--- src/rtl/uart_tx_queue.sv ---
// uart_tx_queue: write-side FIFO feeding an integrated UART serialiser.
//
// Producers push words with wr_en and observe full/empty/count. The
// serialiser pops whenever it is idle or at the last cycle of the last stop
// bit, so queued words go out back to back with no idle gap between frames.
//
// Ports:
//   CLK          system clock, rising edge
//   RST_N        asynchronous active-low reset
//   wr_en        push request (ignored while full)
//   wr_data      word to push
//   full         FIFO holds DEPTH words
//   empty        FIFO holds 0 words
//   count        current occupancy
//   overflow     sticky: push attempted while full
//   clr_overflow clears overflow (a simultaneous set wins)
//   busy         a frame is in progress
//   UART_TX      registered serial line, idle high
module uart_tx_queue #(
   parameter int unsigned DATA_W       = 8,
   parameter int unsigned DEPTH        = 512,
   parameter int unsigned CLKS_PER_BIT = 868,
   parameter int unsigned PARITY       = 0,
   parameter int unsigned STOP_BITS    = 1
) (
   input  logic                     CLK,
   input  logic                     RST_N,
   input  logic                     wr_en,
   input  logic [DATA_W-1:0]        wr_data,
   output logic                     full,
   output logic                     empty,
   output logic [$clog2(DEPTH):0]   count,
   output logic                     overflow,
   input  logic                     clr_overflow,
   output logic                     busy,
   output logic                     UART_TX
);

   localparam int unsigned AW = $clog2(DEPTH);
   localparam int unsigned BW = $clog2(CLKS_PER_BIT);

   localparam logic [BW-1:0] BaudLast = BW'(CLKS_PER_BIT - 1);
   localparam logic [3:0]    DataLast = 4'(DATA_W - 1);
   localparam logic [3:0]    StopLast = 4'(STOP_BITS - 1);
   localparam logic [AW:0]   CountMax = (AW + 1)'(DEPTH);

   typedef enum logic [2:0] {StIdle, StStart, StData, StPar, StStop} state_e;

   logic [DATA_W-1:0] mem [DEPTH];
   logic [AW-1:0]     wr_ptr_q, rd_ptr_q;
   logic [AW:0]       count_q;
   logic              overflow_q;

   state_e            state_q, state_d;
   logic [BW-1:0]     baud_q, baud_d;
   logic [3:0]        bit_q, bit_d;
   logic [DATA_W-1:0] shift_q, shift_d;
   logic              par_q, par_d;
   logic              tx_q, tx_d;

   logic              full_int, empty_int;
   logic              push, pop, baud_last;
   logic [DATA_W-1:0] rd_word;

   assign full_int  = (count_q == CountMax);
   assign empty_int = (count_q == '0);
   assign baud_last = (baud_q == BaudLast);
   assign rd_word   = mem[rd_ptr_q];
   assign push      = wr_en && !full_int;
   assign pop       = !empty_int &&
                      ((state_q == StIdle) ||
                       ((state_q == StStop) && baud_last && (bit_q == StopLast)));

   // FIFO storage carries no reset; only the pointers define valid contents.
   always_ff @(posedge CLK) begin
      if (push) begin
         mem[wr_ptr_q] <= wr_data;
      end
   end

   always_ff @(posedge CLK or negedge RST_N) begin
      if (!RST_N) begin
         wr_ptr_q   <= '0;
         rd_ptr_q   <= '0;
         count_q    <= '0;
         overflow_q <= 1'b0;
      end else begin
         if (push) begin
            wr_ptr_q <= wr_ptr_q + AW'(1);
         end
         if (pop) begin
            rd_ptr_q <= rd_ptr_q + AW'(1);
         end
         if (push && !pop) begin
            count_q <= count_q + (AW + 1)'(1);
         end else if (!push && pop) begin
            count_q <= count_q - (AW + 1)'(1);
         end
         if (wr_en && full_int) begin
            overflow_q <= 1'b1;
         end else if (clr_overflow) begin
            overflow_q <= 1'b0;
         end
      end
   end

   // Serialiser state register.
   always_ff @(posedge CLK or negedge RST_N) begin
      if (!RST_N) begin
         state_q <= StIdle;
         baud_q  <= '0;
         bit_q   <= '0;
         shift_q <= '0;
         par_q   <= 1'b0;
         tx_q    <= 1'b1;
      end else begin
         state_q <= state_d;
         baud_q  <= baud_d;
         bit_q   <= bit_d;
         shift_q <= shift_d;
         par_q   <= par_d;
         tx_q    <= tx_d;
      end
   end

   // Next-state logic; tx_d is the value the line takes after this edge.
   always_comb begin
      state_d = state_q;
      baud_d  = baud_last ? '0 : baud_q + BW'(1);
      bit_d   = bit_q;
      shift_d = shift_q;
      par_d   = par_q;
      tx_d    = tx_q;

      unique case (state_q)
         StIdle: begin
            tx_d   = 1'b1;
            baud_d = '0;
         end
         StStart: begin
            if (baud_last) begin
               tx_d    = shift_q[0];
               shift_d = shift_q >> 1;
               bit_d   = '0;
               state_d = StData;
            end
         end
         StData: begin
            if (baud_last) begin
               if (bit_q == DataLast) begin
                  bit_d = '0;
                  if (PARITY != 0) begin
                     tx_d    = par_q;
                     state_d = StPar;
                  end else begin
                     tx_d    = 1'b1;
                     state_d = StStop;
                  end
               end else begin
                  bit_d   = bit_q + 4'd1;
                  tx_d    = shift_q[0];
                  shift_d = shift_q >> 1;
               end
            end
         end
         StPar: begin
            if (baud_last) begin
               tx_d    = 1'b1;
               bit_d   = '0;
               state_d = StStop;
            end
         end
         StStop: begin
            if (baud_last) begin
               if (bit_q == StopLast) begin
                  tx_d    = 1'b1;
                  state_d = StIdle;
               end else begin
                  bit_d = bit_q + 4'd1;
               end
            end
         end
         default: begin
            tx_d    = 1'b1;
            state_d = StIdle;
         end
      endcase

      // A pop overrides the above: load the word and open the start bit.
      if (pop) begin
         state_d = StStart;
         tx_d    = 1'b0;
         baud_d  = '0;
         bit_d   = '0;
         shift_d = rd_word;
         par_d   = (PARITY == 1) ? ~(^rd_word) : ^rd_word;
      end
   end

   // Outputs.
   always_comb begin
      busy     = (state_q != StIdle);
      full     = full_int;
      empty    = empty_int;
      count    = count_q;
      overflow = overflow_q;
      UART_TX  = tx_q;
   end

endmodule

--- config.mk ---
export PLATFORM = sky130hd
export DESIGN_NAME = uart_tx_queue
export DESIGN_NICKNAME = d
export VERILOG_FILES = /design/src/rtl/uart_tx_queue.sv
export SDC_FILE = /design/constraint.sdc
export NUM_CORES = 2
export LEC_CHECK = 0
export ABC_AREA = 1
export CAP_MARGIN = 25
export CORE_AREA = 5 5 623 625
export DETAILED_ROUTE_END_ITERATION = 6
export DIE_AREA = 0 0 628 630
export GPL_ROUTABILITY_DRIVEN = 0
export PLACE_DENSITY = 0.67
export SLEW_MARGIN = 10
export SYNTH_ARGS = -nofsm -noshare
export SYNTH_HDL_FRONTEND = slang
export SYNTH_SLANG_ARGS = --single-unit
--- constraint.sdc ---
create_clock -name CLK -period 3.4 [get_ports CLK]
set_clock_uncertainty 0.2 [all_clocks]
set_input_delay 0.68 -clock CLK [delete_from_list [all_inputs] [get_ports CLK]]
set_output_delay 0.68 -clock CLK [all_outputs]
set_load 0.005 [all_outputs]
Yosys cells after proc, flatten, opt, wreduce, memory -nomap -nowiden
Memory sizes are Yosys's and may differ from the RTL's.
Cells that the tools add are included.
{"block": "totals", "output_inout_bits": 15, "mem_count": 1, "input_bits": 12, "ram_bits": 4096, "elab_cells": 95, "regBits": 55}
{"name": "mem", "depth": 512, "word_bits": 8, "read_ports": 1, "rd_clocked_by_memory_dff": 0, "wr": 1, "line_no": "49", "text": "logic [DATA_W-1:0] mem [DEPTH];"}
{"block": "op_classes", "reduce_logical": 25, "n_eq_ne": 17, "n_addsub": 6, "muxes": 37}
{"cell": "$mux 10", "count": 5}
{"cell": "$mux 8", "count": 4}
{"cell": "$mux 4", "count": 6}
{"cell": "$mux 3", "count": 7}
{"cell": "$ne 3x3->1 const B", "count": 7}
{"cell": "$add 10x1->10 const B", "count": 2}
{"cell": "$eq 10x10->1 const B", "count": 2}
{"cell": "$add 9x1->9 const B", "count": 2}
{"cell": "$pmux 8 s2", "count": 1}
{"cell": "$pmux 3 s5", "count": 1}
{"cell": "$pmux 4 s3", "count": 1}
{"cell": "$mux 1", "count": 11}
{"cell": "$logic_not 10->1", "count": 1}
{"cell": "$reduce_and 5->1", "count": 2}
{"cell": "$sub 10x1->10 const B", "count": 1}
{"cell": "$logic_and 1x1->1", "count": 7}
{"cell": "$reduce_and 7->1", "count": 1}
{"cell": "$eq 3x2->1 const B", "count": 2}
{"cell": "$reduce_bool 3->1", "count": 2}
{"cell": "$add 4x1->4 const B", "count": 1}
{"cell": "$eq 4x3->1 const B", "count": 1}
{"cell": "$logic_not 1->1", "count": 4}
{"cell": "$logic_not 4->1", "count": 1}
{"cell": "$pmux 1 s4", "count": 1}
{"cell": "11 further kinds", "count": 12}

Depth between registers and ports, before layout
{"block": "logic_depth", "depth_word": 8, "depth_mapped": 22, "ltp_nobuf": 21}

Worst setup path before layout
OpenSTA, ideal clock, no wires.
{"block": "synth_timing", "path_kind": "register to register", "start": "register count_q[0], in the netlist count[0]", "end": "register count_q[9], in the netlist count[9]", "arrival_time_ns": 3.103, "setup_time_ns": 0.127, "n_path_buf": 1, "slack_ns": -0.030, "path_stages_with_launch": 23, "required_ns": 3.073, "path_cell_list": "dfrtp_1 -> inv_1 -> nand3_1 -> nor3_1 -> nand2_1 -> nor2_1 -> inv_1 -> nand2_1 -> buf_2 -> ha_1 -> inv_1 -> ha_1 -> nand3_1 -> nand2_1 -> inv_1 -> o21a_1 -> o21ai_0 -> nand2_1 -> nand2_1 -> a21oi_1 -> xor2_1 -> nand2_1 -> o21ai_0"}
{"block": "synth_via", "elab_chain_len": 6, "word_cells_on_any_way": 15, "classes_between": "add/sub (2); eq/ne (1); mux (2); reduce/logical (10)"}
{"item": "start: declaration", "line_no": "51", "text": "logic [AW:0] count_q;"}
{"item": "start signal: assignment", "line_no": "95", "text": "count_q <= count_q + (AW + 1)'(1);"}
{"item": "start signal: assignment", "line_no": "97", "text": "count_q <= count_q - (AW + 1)'(1);"}
{"item": "$logic_not 10->1 (*)", "line_no": "66", "text": "assign empty_int = (count_q == '0);"}
{"item": "named net empty", "line_no": "31", "text": "output logic empty,"}
{"item": "$logic_not 1->1 (*)", "line_no": "70", "text": "assign pop = !empty_int &&"}
{"item": "$logic_and 1x1->1 (*)", "line_no": "70"}
{"item": "$logic_not 1->1", "line_no": "94", "text": "if (push && !pop) begin"}
{"item": "$logic_and 1x1->1", "line_no": "94"}
{"item": "$mux 10 / $reduce_bool 2->1 (equally long branches)"}
The timed path passes the listed nets; every way through them passes the cells marked *. The select of a mux whose other input is x is not followed.
A chain may end at the register's enable or synchronous reset.

Worst setup path after layout
{"block": "layout_timing", "start": "register rd_ptr_q[0]", "end": "register shift_q[1]"}
{"block": "layout_via", "elab_chain_len": 2}
{"item": "start: declaration", "line_no": "50", "text": "logic [AW-1:0] wr_ptr_q, rd_ptr_q;"}
{"item": "start signal: assignment", "line_no": "92", "text": "rd_ptr_q <= rd_ptr_q + AW'(1);"}
{"item": "$mem_v2 512x8"}
{"item": "$mux 8", "line_no": "190", "text": "if (pop) begin"}
{"item": "end signal: assignment", "line_no": "120", "text": "shift_q <= shift_d;"}
{"item": "end: declaration", "line_no": "57", "text": "logic [DATA_W-1:0] shift_q, shift_d;"}
Every way passes these cells.

==> parameters.txt <==
Parameter                              Value

Synth
  Fraction of post-synthesis cell area in the top cell type by area    between 70% and 80%
  Library cell occupying the most area in the post-synthesis netlist    edfxtp_1
  Number of enable flip-flop cells after synthesis    a little over 4000
  Nets in the synthesized netlist    roughly 15000
  Commonest cells post-synth    edfxtp_1, nor2_1, nand2_1
  Syn_area_per_cell    between 10 and 15 µm²
  Total of flip-flops plus latches after synthesis    around 4200
  Number of instances in the synthesized netlist    between 10000 and 15000
  Distinct cell type count of the synthesized netlist    39
  Share of flip-flops with an asynchronous set or reset after synthesis    1.325%
  Cell area after synthesis    approximately 170000 µm²
  Synth warn    0
  Seq/Total Area, Yosys    between 70% and 80%
  Most frequently used flop master after synthesis    edfxtp_1
  Leading cell type by number of instances after synthesis    edfxtp_1
  Top post-synthesis cells by area    edfxtp_1, nor2_1, nand2_1, o21ai_0, nand3_1

Critical path
  Setup slack of the worst register-to-register path    -5 ps
  Launching element type of the critical path    flop
  Critical path capture point type    flop
  Max FO, Critical Path    43
  Required time reported for the critical path endpoint    approximately 4000 ps
  Critical path arrival    approximately 4000 ps
  Critical path type    reg -> reg

Drt
  TritonRoute pass-1 iters    6
  Residual DRC count    0
  Detailed Route WL    approximately 480000 µm
  Post-DRT Antenna Nets    0
  Post-DR vias/cell    approximately 5.5
  Via count    ~120k
  First-iteration detailed-routing DRC count    between 10000 and 15000
  Wire length per cell after detailed routing    between 20 and 25 µm

Die
  Die outline height    between 600 and 700 µm
  Die width    628 µm
  Die Outline Area    between 300000 and 400000 µm²
  Row count    between 200 and 250
  Number of primary I/O pins    27
  Floorplan core area    roughly 380000 µm²
  Effective utilization at floorplan    approximately 45%

Timing
  Setup slack of the critical path after layout    -5.067 ps
  Final hold vios    0
  Unrepaired setup endpoints after global routing    true
  Final critical path time including I/O delays and setup    around 3400 ps
  Setup Total Neg Slack    -5.067 ps
  FMAX    ~290 MHz
  Period utilisation layout    100.1%
  Worst rel slew slack    between 20% and 30%
  Slew at the pin closest to its max-slew limit    approximately 1100 ps
  Max-slew violation count    0
  Final setup violation count    1

Pwr
  Power density over cell area    between 500 and 600 nW/µm²
  Design Power    approximately 0.11 W
  Switching share of power    around 21%
  Switching pwr    0.02259 W
  Share of total power in combinational logic    a little over 4%
  Reg power frac    a little over half
  Peak supply drop    around 0.54 mV
  Leak    around 70 nW
  Clock power frac    42.1%
  Internal cell power    a little over 0.08 W

Outcome
  Status    finished with violations
  Violations in the final reports    setup timing

Placed design
  Estimated wirelength of the detail-placed design    between 200000 and 300000 µm
  Input/output buffers    26
  Worst slack after detailed placement    -131.3 ps

Finish
  Share of final-layout standard cells stronger than drive strength 1    a little under an eighth
  Synthesis-to-finish area growth    15.92%
  Total Nets Final    about 16000

Clock tree
  Bufs on Longest Clock Path    4
  Clock latency at the later pin of the worst-skew pair    around 990 ps
  Number of H-tree branching levels    5
  Number of clock sinks    about 4200
  Num CTS Buffers    a little over 400
  Register clock-pin slew on the reported worst setup and hold paths    roughly 60 ps
  Clock Root Buffer    clkbuf_16
  Clock tree from TritonCTS    done

Global routing
  Maximum number of pins on one net before global-route repair    ~110
  Initial antenna violation count    11
  Vias in the first global route    ~110k
  Global-route wire length before repair    702000 µm
  Overall Global Routing Usage    a little under a quarter
  Congestion Overflow GR    0

Job
  Maximum capacitance violations    0

Min path
  Worst min path class    in -> reg
-- power by group through the flow --
stage,Sequential (W),Combinational [W],Clock [W]
2_1_floorplan,0.0578,0.00104,0
3_3_place_gp,0.0578,0.00407,0
3_5_place_dp,0.0578,0.00408,0
4_1_cts,0.0567,0.00411,0.0448
5_1_grt,0.0567,0.00445,0.0470
6_report,0.0567,0.00433,0.0444
-- layout by cell type, fill, tap and decap left out, types with 40 or more instances in the layout --
master	netlist	routed
a21oi_1	315	310
buf_12	0	199
buf_4	90	958
clkbuf_1	475	79
clkbuf_16	0	422
clkinv_1	8	111
clkinv_2	0	87
dfrtp_1	54	49
edfxtp_1	4096	4096
inv_1	571	564
nand2_1	2337	2329
nand3_1	1030	1018
nor2_1	3497	3485
o211ai_1	290	290
o21ai_0	1526	1524
o21ai_1	50	50
o22ai_1	40	40
or2_2	56	56
-- metrics by stage --
stage | utilization [%] | instances | hold slack (ps) | instance area (µm²)
6_report | 51.99 | 20970 | 82.99 | 198300
5_1_grt | 51.99 | 20970 | 95.98 | 198300
4_1_cts | 51.86 | 20950 | 36.63 | 197800
3_5_place_dp | 48.42 | 20190 | 284.9 | 184700
3_3_place_gp | 48.42 | 20190 | 281.3 | 184700
2_1_floorplan | - | 14920 | 184.4 | 171100
-- cells by family after synthesis --
family	share of synthesized area [%]
flip-flops	72.71
adder cells (fa/ha/maj)	0.1360
buffers and inverters	3.870
AO/OA/AOI/OAI	7.031
XOR/XNOR	0.1126
multiplexers	0.02341
AND/OR/NAND/NOR	16.12
-- state kept, by name, summed over array words and instances (netlist names) --
register  count
count        10
mem        4096
wr_ptr_q      9
rd_ptr_q      9
bit_q         4
UART_TX       1
overflow      1
baud_q       10
shift_q       8
state_q       3
-- cell type report --
cell class | instances | area, µm²
diodes | 2 | 5.005
repair inverters | 2 | 22.52
flip-flops and latches | 4151 | 124400
fillers | 31660 | 183100
multi-input cells | 9231 | 40310
clock buffers | 503 | 10830
repair buffers | 1210 | 11990
inverters | 586 | 2272
clock inverters | 246 | 2181
well taps | 5038 | 6304
-- final timing paths --
| kind | startpoint | endpoint | depth (start not counted) |
|---|---|---|---|
| setup / recovery | rd_ptr_q[0]$_DFFE_PN0N_ | shift_q[1]$_DFFE_PN0P_ | 19 |
| hold / removal | clr_overflow | overflow$_DFFE_PN0P_ | 2 |
| setup reg to reg | rd_ptr_q[0]$_DFFE_PN0N_ | shift_q[1]$_DFFE_PN0P_ | 19 |
| hold reg to reg | wr_ptr_q[7]$_DFFE_PN0P_ | wr_ptr_q[7]$_DFFE_PN0P_ | 1 |
| max in group asynchronous | RST_N | rd_ptr_q[6]$_DFFE_PN0N_ | 3 |
| min in group asynchronous | RST_N | baud_q[3]$_DFF_PN0_ | 2 |
-- critical path, cell delays in order, from the launching register on --
cell and delay, ps:
dfrtp_4 520, buf_12 270, buf_16 250, buf_4 230, buf_4 200, nand2_1 70
nand3_1 100, nand2_1 60, nand2_1 50, nand2_1 70, nor2_1 170, nand2_1 120
nand3_1 100, nand2_1 200, nand2_1 140, nand2_1 110, nor2_1 130, nand2_1 70
nand3_1 90, a21oi_1 70
-- metal layers --
metal	part of all wire (%)	track usage, %	vias up
li1	-	-	53010
met1	40	32.25	56380
met2	46	36.81	5664
met3	9.5	3.283	946
met4	4.3	9.022	6
met5	0.0078	0	-
-- what timing repair did --
action                                 CTS  global route
setup endpoints to repair                6            12
endpoints found under the hold margin   95             0
cloned                                   0             7
pin swaps                                1            11
hold buffers                             9             0
gates resized for setup                  8            55
setup buffers                            2            14
(Power assumes the default switching activity.)
